## src/rtl/pipeline_control_unit_pkg.sv

```systemverilog
// Shared types for the pipeline stall/flush sequencer: FSM state encoding,
// default timing parameters and the per-stage control bundle.
package pipeline_control_unit_pkg;

    typedef enum logic [2:0] {
        StRun     = 3'd0,
        StMemWait = 3'd1,
        StDrain   = 3'd2,
        StHalted  = 3'd3,
        StError   = 3'd4
    } pcu_state_e;

    localparam int unsigned MemTimeoutDefault  = 15;
    localparam int unsigned DrainCyclesDefault = 3;

    typedef struct packed {
        logic pc_en;
        logic if_id_en;
        logic id_ex_en;
        logic ex_mem_en;
        logic if_id_flush;
        logic id_ex_flush;
        logic mem_wb_bubble;
    } pcu_ctrl_t;

    localparam pcu_ctrl_t CtrlOff    = pcu_ctrl_t'(7'b0000000);
    localparam pcu_ctrl_t CtrlRun    = pcu_ctrl_t'(7'b1111000);
    localparam pcu_ctrl_t CtrlFrozen = pcu_ctrl_t'(7'b0000001);
    localparam pcu_ctrl_t CtrlDrain  = pcu_ctrl_t'(7'b0111110);
    localparam pcu_ctrl_t CtrlBranch = pcu_ctrl_t'(7'b1111110);
    localparam pcu_ctrl_t CtrlBubble = pcu_ctrl_t'(7'b0011010);

    // Branch squashes the stalled instruction, so it outranks the load-use bubble.
    function automatic pcu_ctrl_t run_decode(input logic branch_taken,
                                             input logic hazard_stall);
        pcu_ctrl_t ctrl;
        if (branch_taken) begin
            ctrl = CtrlBranch;
        end else if (hazard_stall) begin
            ctrl = CtrlBubble;
        end else begin
            ctrl = CtrlRun;
        end
        return ctrl;
    endfunction

    function automatic logic counts_stall(input pcu_state_e state);
        return (state == StRun) || (state == StMemWait) || (state == StDrain);
    endfunction

endpackage

```

## src/rtl/sat_counter.sv

```systemverilog
// Saturating up-counter with asynchronous active-high clear; holds at all-ones.
module sat_counter #(
    parameter int unsigned WIDTH = 16
) (
    input  logic             i_clock,
    input  logic             i_clear,
    input  logic             i_inc,
    output logic [WIDTH-1:0] o_count
);

    logic [WIDTH-1:0] r_count;

    always_ff @(posedge i_clock or posedge i_clear) begin
        if (i_clear) begin
            r_count <= '0;
        end else if (i_inc && (r_count != {WIDTH{1'b1}})) begin
            r_count <= r_count + WIDTH'(1);
        end
    end

    assign o_count = r_count;

endmodule

```

## src/rtl/pipeline_control_unit.sv

```systemverilog
// Stall/flush sequencer for the 5-stage pipeline: decodes per-stage enables from
// the FSM state and live requests, and tracks memory timeout, HALT drain and stall cycles.
module pipeline_control_unit
    import pipeline_control_unit_pkg::*;
#(
    parameter int unsigned MEM_TIMEOUT  = MemTimeoutDefault,
    parameter int unsigned DRAIN_CYCLES = DrainCyclesDefault,
    parameter int unsigned CNT_WIDTH    = 16
) (
    input  logic                 i_clock,
    input  logic                 i_reset,
    input  logic                 i_hazard_stall,
    input  logic                 i_branch_taken,
    input  logic                 i_mem_req,
    input  logic                 i_mem_ready,
    input  logic                 i_halt_req,
    input  logic                 i_resume,
    output logic                 o_pc_enable,
    output logic                 o_if_id_enable,
    output logic                 o_id_ex_enable,
    output logic                 o_ex_mem_enable,
    output logic                 o_if_id_flush,
    output logic                 o_id_ex_flush,
    output logic                 o_mem_wb_bubble,
    output logic [2:0]           o_state_out,
    output logic [CNT_WIDTH-1:0] o_stall_count,
    output logic                 o_timeout_error
);

    localparam logic [7:0] TimeoutCnt = 8'(MEM_TIMEOUT);
    localparam logic [2:0] DrainInit  = 3'(DRAIN_CYCLES - 1);

    pcu_state_e r_state;
    logic [7:0] r_wait_cnt;
    logic [2:0] r_drain_cnt;
    logic       r_timeout_error;

    pcu_state_e w_state_d;
    logic [7:0] w_wait_d;
    logic [2:0] w_drain_d;
    logic       w_timeout_d;
    pcu_ctrl_t  w_ctrl;
    pcu_ctrl_t  w_ctrl_out;
    logic       w_mem_wait;
    logic       w_stall_inc;

    assign w_mem_wait = i_mem_req && !i_mem_ready;

    always_comb begin
        w_ctrl      = CtrlOff;
        w_state_d   = r_state;
        w_wait_d    = r_wait_cnt;
        w_drain_d   = r_drain_cnt;
        w_timeout_d = r_timeout_error;
        case (r_state)
            StRun: begin
                if (w_mem_wait) begin
                    w_ctrl    = CtrlFrozen;
                    w_state_d = StMemWait;
                    w_wait_d  = 8'd1;
                end else if (i_halt_req) begin
                    w_ctrl    = CtrlDrain;
                    w_state_d = StDrain;
                    w_drain_d = DrainInit;
                end else begin
                    w_ctrl = run_decode(i_branch_taken, i_hazard_stall);
                end
            end
            StMemWait: begin
                if (i_mem_ready) begin
                    w_ctrl    = run_decode(i_branch_taken, i_hazard_stall);
                    w_state_d = StRun;
                    w_wait_d  = 8'd0;
                end else if (r_wait_cnt == TimeoutCnt) begin
                    w_ctrl      = CtrlFrozen;
                    w_state_d   = StError;
                    w_timeout_d = 1'b1;
                end else begin
                    w_ctrl   = CtrlFrozen;
                    w_wait_d = r_wait_cnt + 8'd1;
                end
            end
            StDrain: begin
                // A memory wait freezes the back end too, so the drain count must hold.
                if (w_mem_wait) begin
                    w_ctrl = CtrlFrozen;
                end else begin
                    w_ctrl = CtrlDrain;
                    if (r_drain_cnt == 3'd0) begin
                        w_state_d = StHalted;
                    end else begin
                        w_drain_d = r_drain_cnt - 3'd1;
                    end
                end
            end
            StHalted: begin
                if (i_resume) begin
                    w_state_d = StRun;
                end
            end
            StError: begin
                w_state_d = StError;
            end
            default: begin
                w_state_d = StError;
            end
        endcase
    end

    always_ff @(posedge i_clock or posedge i_reset) begin
        if (i_reset) begin
            r_state         <= StRun;
            r_wait_cnt      <= 8'd0;
            r_drain_cnt     <= 3'd0;
            r_timeout_error <= 1'b0;
        end else begin
            r_state         <= w_state_d;
            r_wait_cnt      <= w_wait_d;
            r_drain_cnt     <= w_drain_d;
            r_timeout_error <= w_timeout_d;
        end
    end

    assign w_stall_inc = !w_ctrl.pc_en && counts_stall(r_state);

    sat_counter #(
        .WIDTH (CNT_WIDTH)
    ) u_stall_counter (
        .i_clock (i_clock),
        .i_clear (i_reset),
        .i_inc   (w_stall_inc),
        .o_count (o_stall_count)
    );

    // Outputs are forced quiet for the whole time reset is held.
    assign w_ctrl_out      = i_reset ? CtrlOff : w_ctrl;
    assign o_pc_enable     = w_ctrl_out.pc_en;
    assign o_if_id_enable  = w_ctrl_out.if_id_en;
    assign o_id_ex_enable  = w_ctrl_out.id_ex_en;
    assign o_ex_mem_enable = w_ctrl_out.ex_mem_en;
    assign o_if_id_flush   = w_ctrl_out.if_id_flush;
    assign o_id_ex_flush   = w_ctrl_out.id_ex_flush;
    assign o_mem_wb_bubble = w_ctrl_out.mem_wb_bubble;
    assign o_state_out     = r_state;
    assign o_timeout_error = r_timeout_error;

endmodule

```

## config.mk

```make
export PLATFORM = sky130hd
export DESIGN_NAME = pipeline_control_unit
export DESIGN_NICKNAME = d
export VERILOG_FILES = /design/src/rtl/pipeline_control_unit_pkg.sv /design/src/rtl/sat_counter.sv /design/src/rtl/pipeline_control_unit.sv
export SDC_FILE = /design/constraint.sdc
export NUM_CORES = 1
export LEC_CHECK = 0
export CAP_MARGIN = 20
export CORE_MARGIN = 3
export CORE_UTILIZATION = 55
export DETAILED_ROUTE_END_ITERATION = 12
export PLACE_DENSITY_LB_ADDON = 0.3
export SETUP_SLACK_MARGIN = 0.2
export SLEW_MARGIN = 30
export SYNTH_ARGS = -nofsm -noshare
export SYNTH_HDL_FRONTEND = slang
export SYNTH_SLANG_ARGS = --single-unit
```

## constraint.sdc

```tcl
create_clock -name i_clock -period 4.2 [get_ports i_clock]
set_clock_uncertainty 0.05 [all_clocks]
set_input_delay 0.84 -clock i_clock [delete_from_list [all_inputs] [get_ports i_clock]]
set_output_delay 0.84 -clock i_clock [all_outputs]
set_load 0.01 [all_outputs]
```

==> flow_summary.yaml <==
critical_path:
  worst-endpoint-required_ps: 3310
  cp_top_family: "buffers and inverters"
  critical_path_peak_fanout: 8
  endpoint_kind: "output port"
  crit_path_start_kind: "input port"
  crit_type: "in2out"
  cpPeakStageDelay_ps: 640
  cp_num_buf_inv: 2
  critical_path_arrival_ps: 2900
  cp_common_cell: "clkdlybuf4s50_1"
  cp_slowest_cell: "clkdlybuf4s50_1"
  crit_chain: "clkdlybuf4s50_1 -> o21ba_2 -> or3_1 -> nor3_1 -> clkdlybuf4s50_1"
cts:
  root_buffer: "clkbuf_4"
  cts_resized: 0
  cts.sinks: 31
  insertion_delay_ps: 340
  clock_path_buffers: 2
  cts_hold_buf: 0
  path_clk_slew_ps: 90
  postCtsSetupRepairBufs: 0
  cts_made_buffers: 5
  cts_tree: "built"
  htree_levels: 2
synth:
  synth_top_area_frac: 0.4087
  syn_area_per_cell_um2: 10.10
  synthArstFlopShare: 1.000
  syn-num-nets: 200
  yosys_most_used_dff: "dfrtp_1"
  synth_cell_types: 53
  ys_ff_latch: 31
  yosysSeqAreaShare: 0.4087
  synth_edf_count: 0
  synth_area_mm2: 0.001898
  ys_warn_count: 0
  synthMostInstantiatedCell: "dfrtp_1"
  synth_area_leaders: "dfrtp_1, xor2_1, nand3_1"
  synth_top_cell_by_area: "dfrtp_1"
  synth_cells: 188
  ys_top_cells_by_count: "dfrtp_1, nand2_1, nand3_1, xor2_1, a21oi_1"
layout:
  fillCellCount: 251
  final_nets: 236
  diodes: 0
  drive_gt1_frac: 0.1027
  final_cells: 268
  syn2layout_area_growth_pct: 22.28
grt:
  grt_pass1_vias: 1606
  grt_usage: 0.2320
  grt_pass1_wl_um: 7548
  grt_antenna_before_repair: 0
  grt-ovfl-total: 0
  grt_max_degree: 20
route:
  firstDrtPassIters: 4
  drtIter0Drc: 103
  finalWirelength_um: 4512
  drc_errors: 0
  routed_via_density: 6.119
  routedWlPerCell_um: 16.84
  ant_nets: 0
  vias: 1640
floorplanning:
  die_w_um: 64.75
  rows: 20
  start_util: 0.5972
  die_area_mm2: 0.004192
  pin_count: 35
  core_mm2: 0.003178
  die_height_um: 64.75
outcome:
  status: "complete, no violations"
timing:
  period_minus_slack_ps: 3787
  min_period_over_period: 0.9017
  setup_slack_ps: 413.0
  slew_headroom: 0.4175
  hold_violations: 0
  worst_pin_slew_ps: 865.8
  fin_setup_tns_ps: 0
  setup_violations: 0
  fmax_ghz: 0.2641
  rsz0062_at_grt: "false"
  drv_slew: 0
power_and_ir_drop:
  vdd_ir_drop_max_v: 0.0004580
  p_per_area_mw_per_mm2: 533.1
  leakagePower_nw: 0.9920
hold_path:
  hp-class: "reg2reg"
placed_design:
  pre_cts_slack_ps: 426.1
  gp_congestion: 0.8146
  dpl.hpwl_um: 3326
  numPortBuffers: 34
  dpl.cell_count: 261
run:
  cap_violations: 0
-- per-stage QoR --
stage	utilization	area, um2	total power, mW	hold WS, ps
3_5_place_dp	0.7126	2265	1.051	407.0
4_1_cts	0.7303	2321	1.236	431.7
3_3_place_gp	0.7126	2265	1.016	402.2
5_1_grt	0.7303	2321	1.323	459.4
6_report	0.7303	2321	1.237	427.3
2_1_floorplan	-	1898	0.8336	418.5
-- kinds of logic (layout without fill, tap and decap cells) --
group	count (synthesis)	in the layout	share of synthesized area
simple gates	81	81	0.2775
compound gates	39	39	0.1516
flops	31	31	0.4087
xor+xnor	13	13	0.05999
buf+inv	12	48	0.03098
mux	8	8	0.04482
fa+ha+maj	4	4	0.02637
-- report_power, final --
part           leakage [nW]  internal [mW]  switching, mW  total, mW
clock network        0.0341         0.0774          0.106      0.183
logic                 0.562          0.275          0.269      0.544
registers             0.396          0.379          0.131      0.510
-- area by class of cell --
class / count / area, um2 / share of cell area
timing repair buffer: 35 / 347.8 / 0.1499
multi-input combinational: 145 / 1064 / 0.4582
tap: 44 / 55.05 / 0.02372
clock inverter: 1 / 5.005 / 0.002156
sequential: 31 / 775.7 / 0.3342
clock buffer: 6 / 51.30 / 0.02210
inverter: 6 / 22.52 / 0.009703
-- registers in the layout, indices dropped and copies added (netlist names) --
register	cells
o_state_out	3
r_wait_cnt	8
u_stall_counter.o_count	16
o_timeout_error	1
r_drain_cnt	3
-- per-layer routing --
layer  track usage  routed length [um]
met2        0.3908                2195
met1        0.2937                1981
met5             0                   0
met3       0.05719                 288
met4       0.06860                  47
-- final timing paths --
path                                 startpoint                     endpoint  slack (ps)  cells after the start
worst min register to register  o_timeout_error              o_timeout_error         430                      1
worst min-delay path            o_timeout_error              o_timeout_error         430                      1
worst max-delay path                i_mem_ready                  o_pc_enable         410                      5
max in group asynchronous               i_reset                r_wait_cnt[4]        2620                      3
min in group asynchronous               i_reset               r_drain_cnt[0]         850                      2
worst max register to register   o_state_out[2]  u_stall_counter.o_count[14]        1990                      4
-- worst register-to-register path: stages, from the launching register on --
cell and delay (ps):
dfrtp_1 580, nor2_1 540, a2111oi_4 190, nor4b_1 360, mux2_2 380
-- layout by cell type (no fill, tap or decap), types with 2 or more instances in the layout --
cell and count:
nor4b_1 5, inv_1 6, dfrtp_1 31, a21o_1 4, nand4_1 4, a21oi_1 11
nor2b_1 3, o21ai_0 9, and3_1 2, nor2_1 6, or2_2 2, mux2i_1 4
xor2_1 12, nand3_1 12, nor3_1 7, nor4_1 7, mux2_2 3, and4_1 2
clkdlybuf4s50_1 34, o31ai_1 2, clkbuf_4 5, nand2b_1 5, ha_1 4, nand2_1 12
a22o_1 2, or2_1 2, nor3b_1 2
Note: power is estimated with default switching activity, not from simulation.
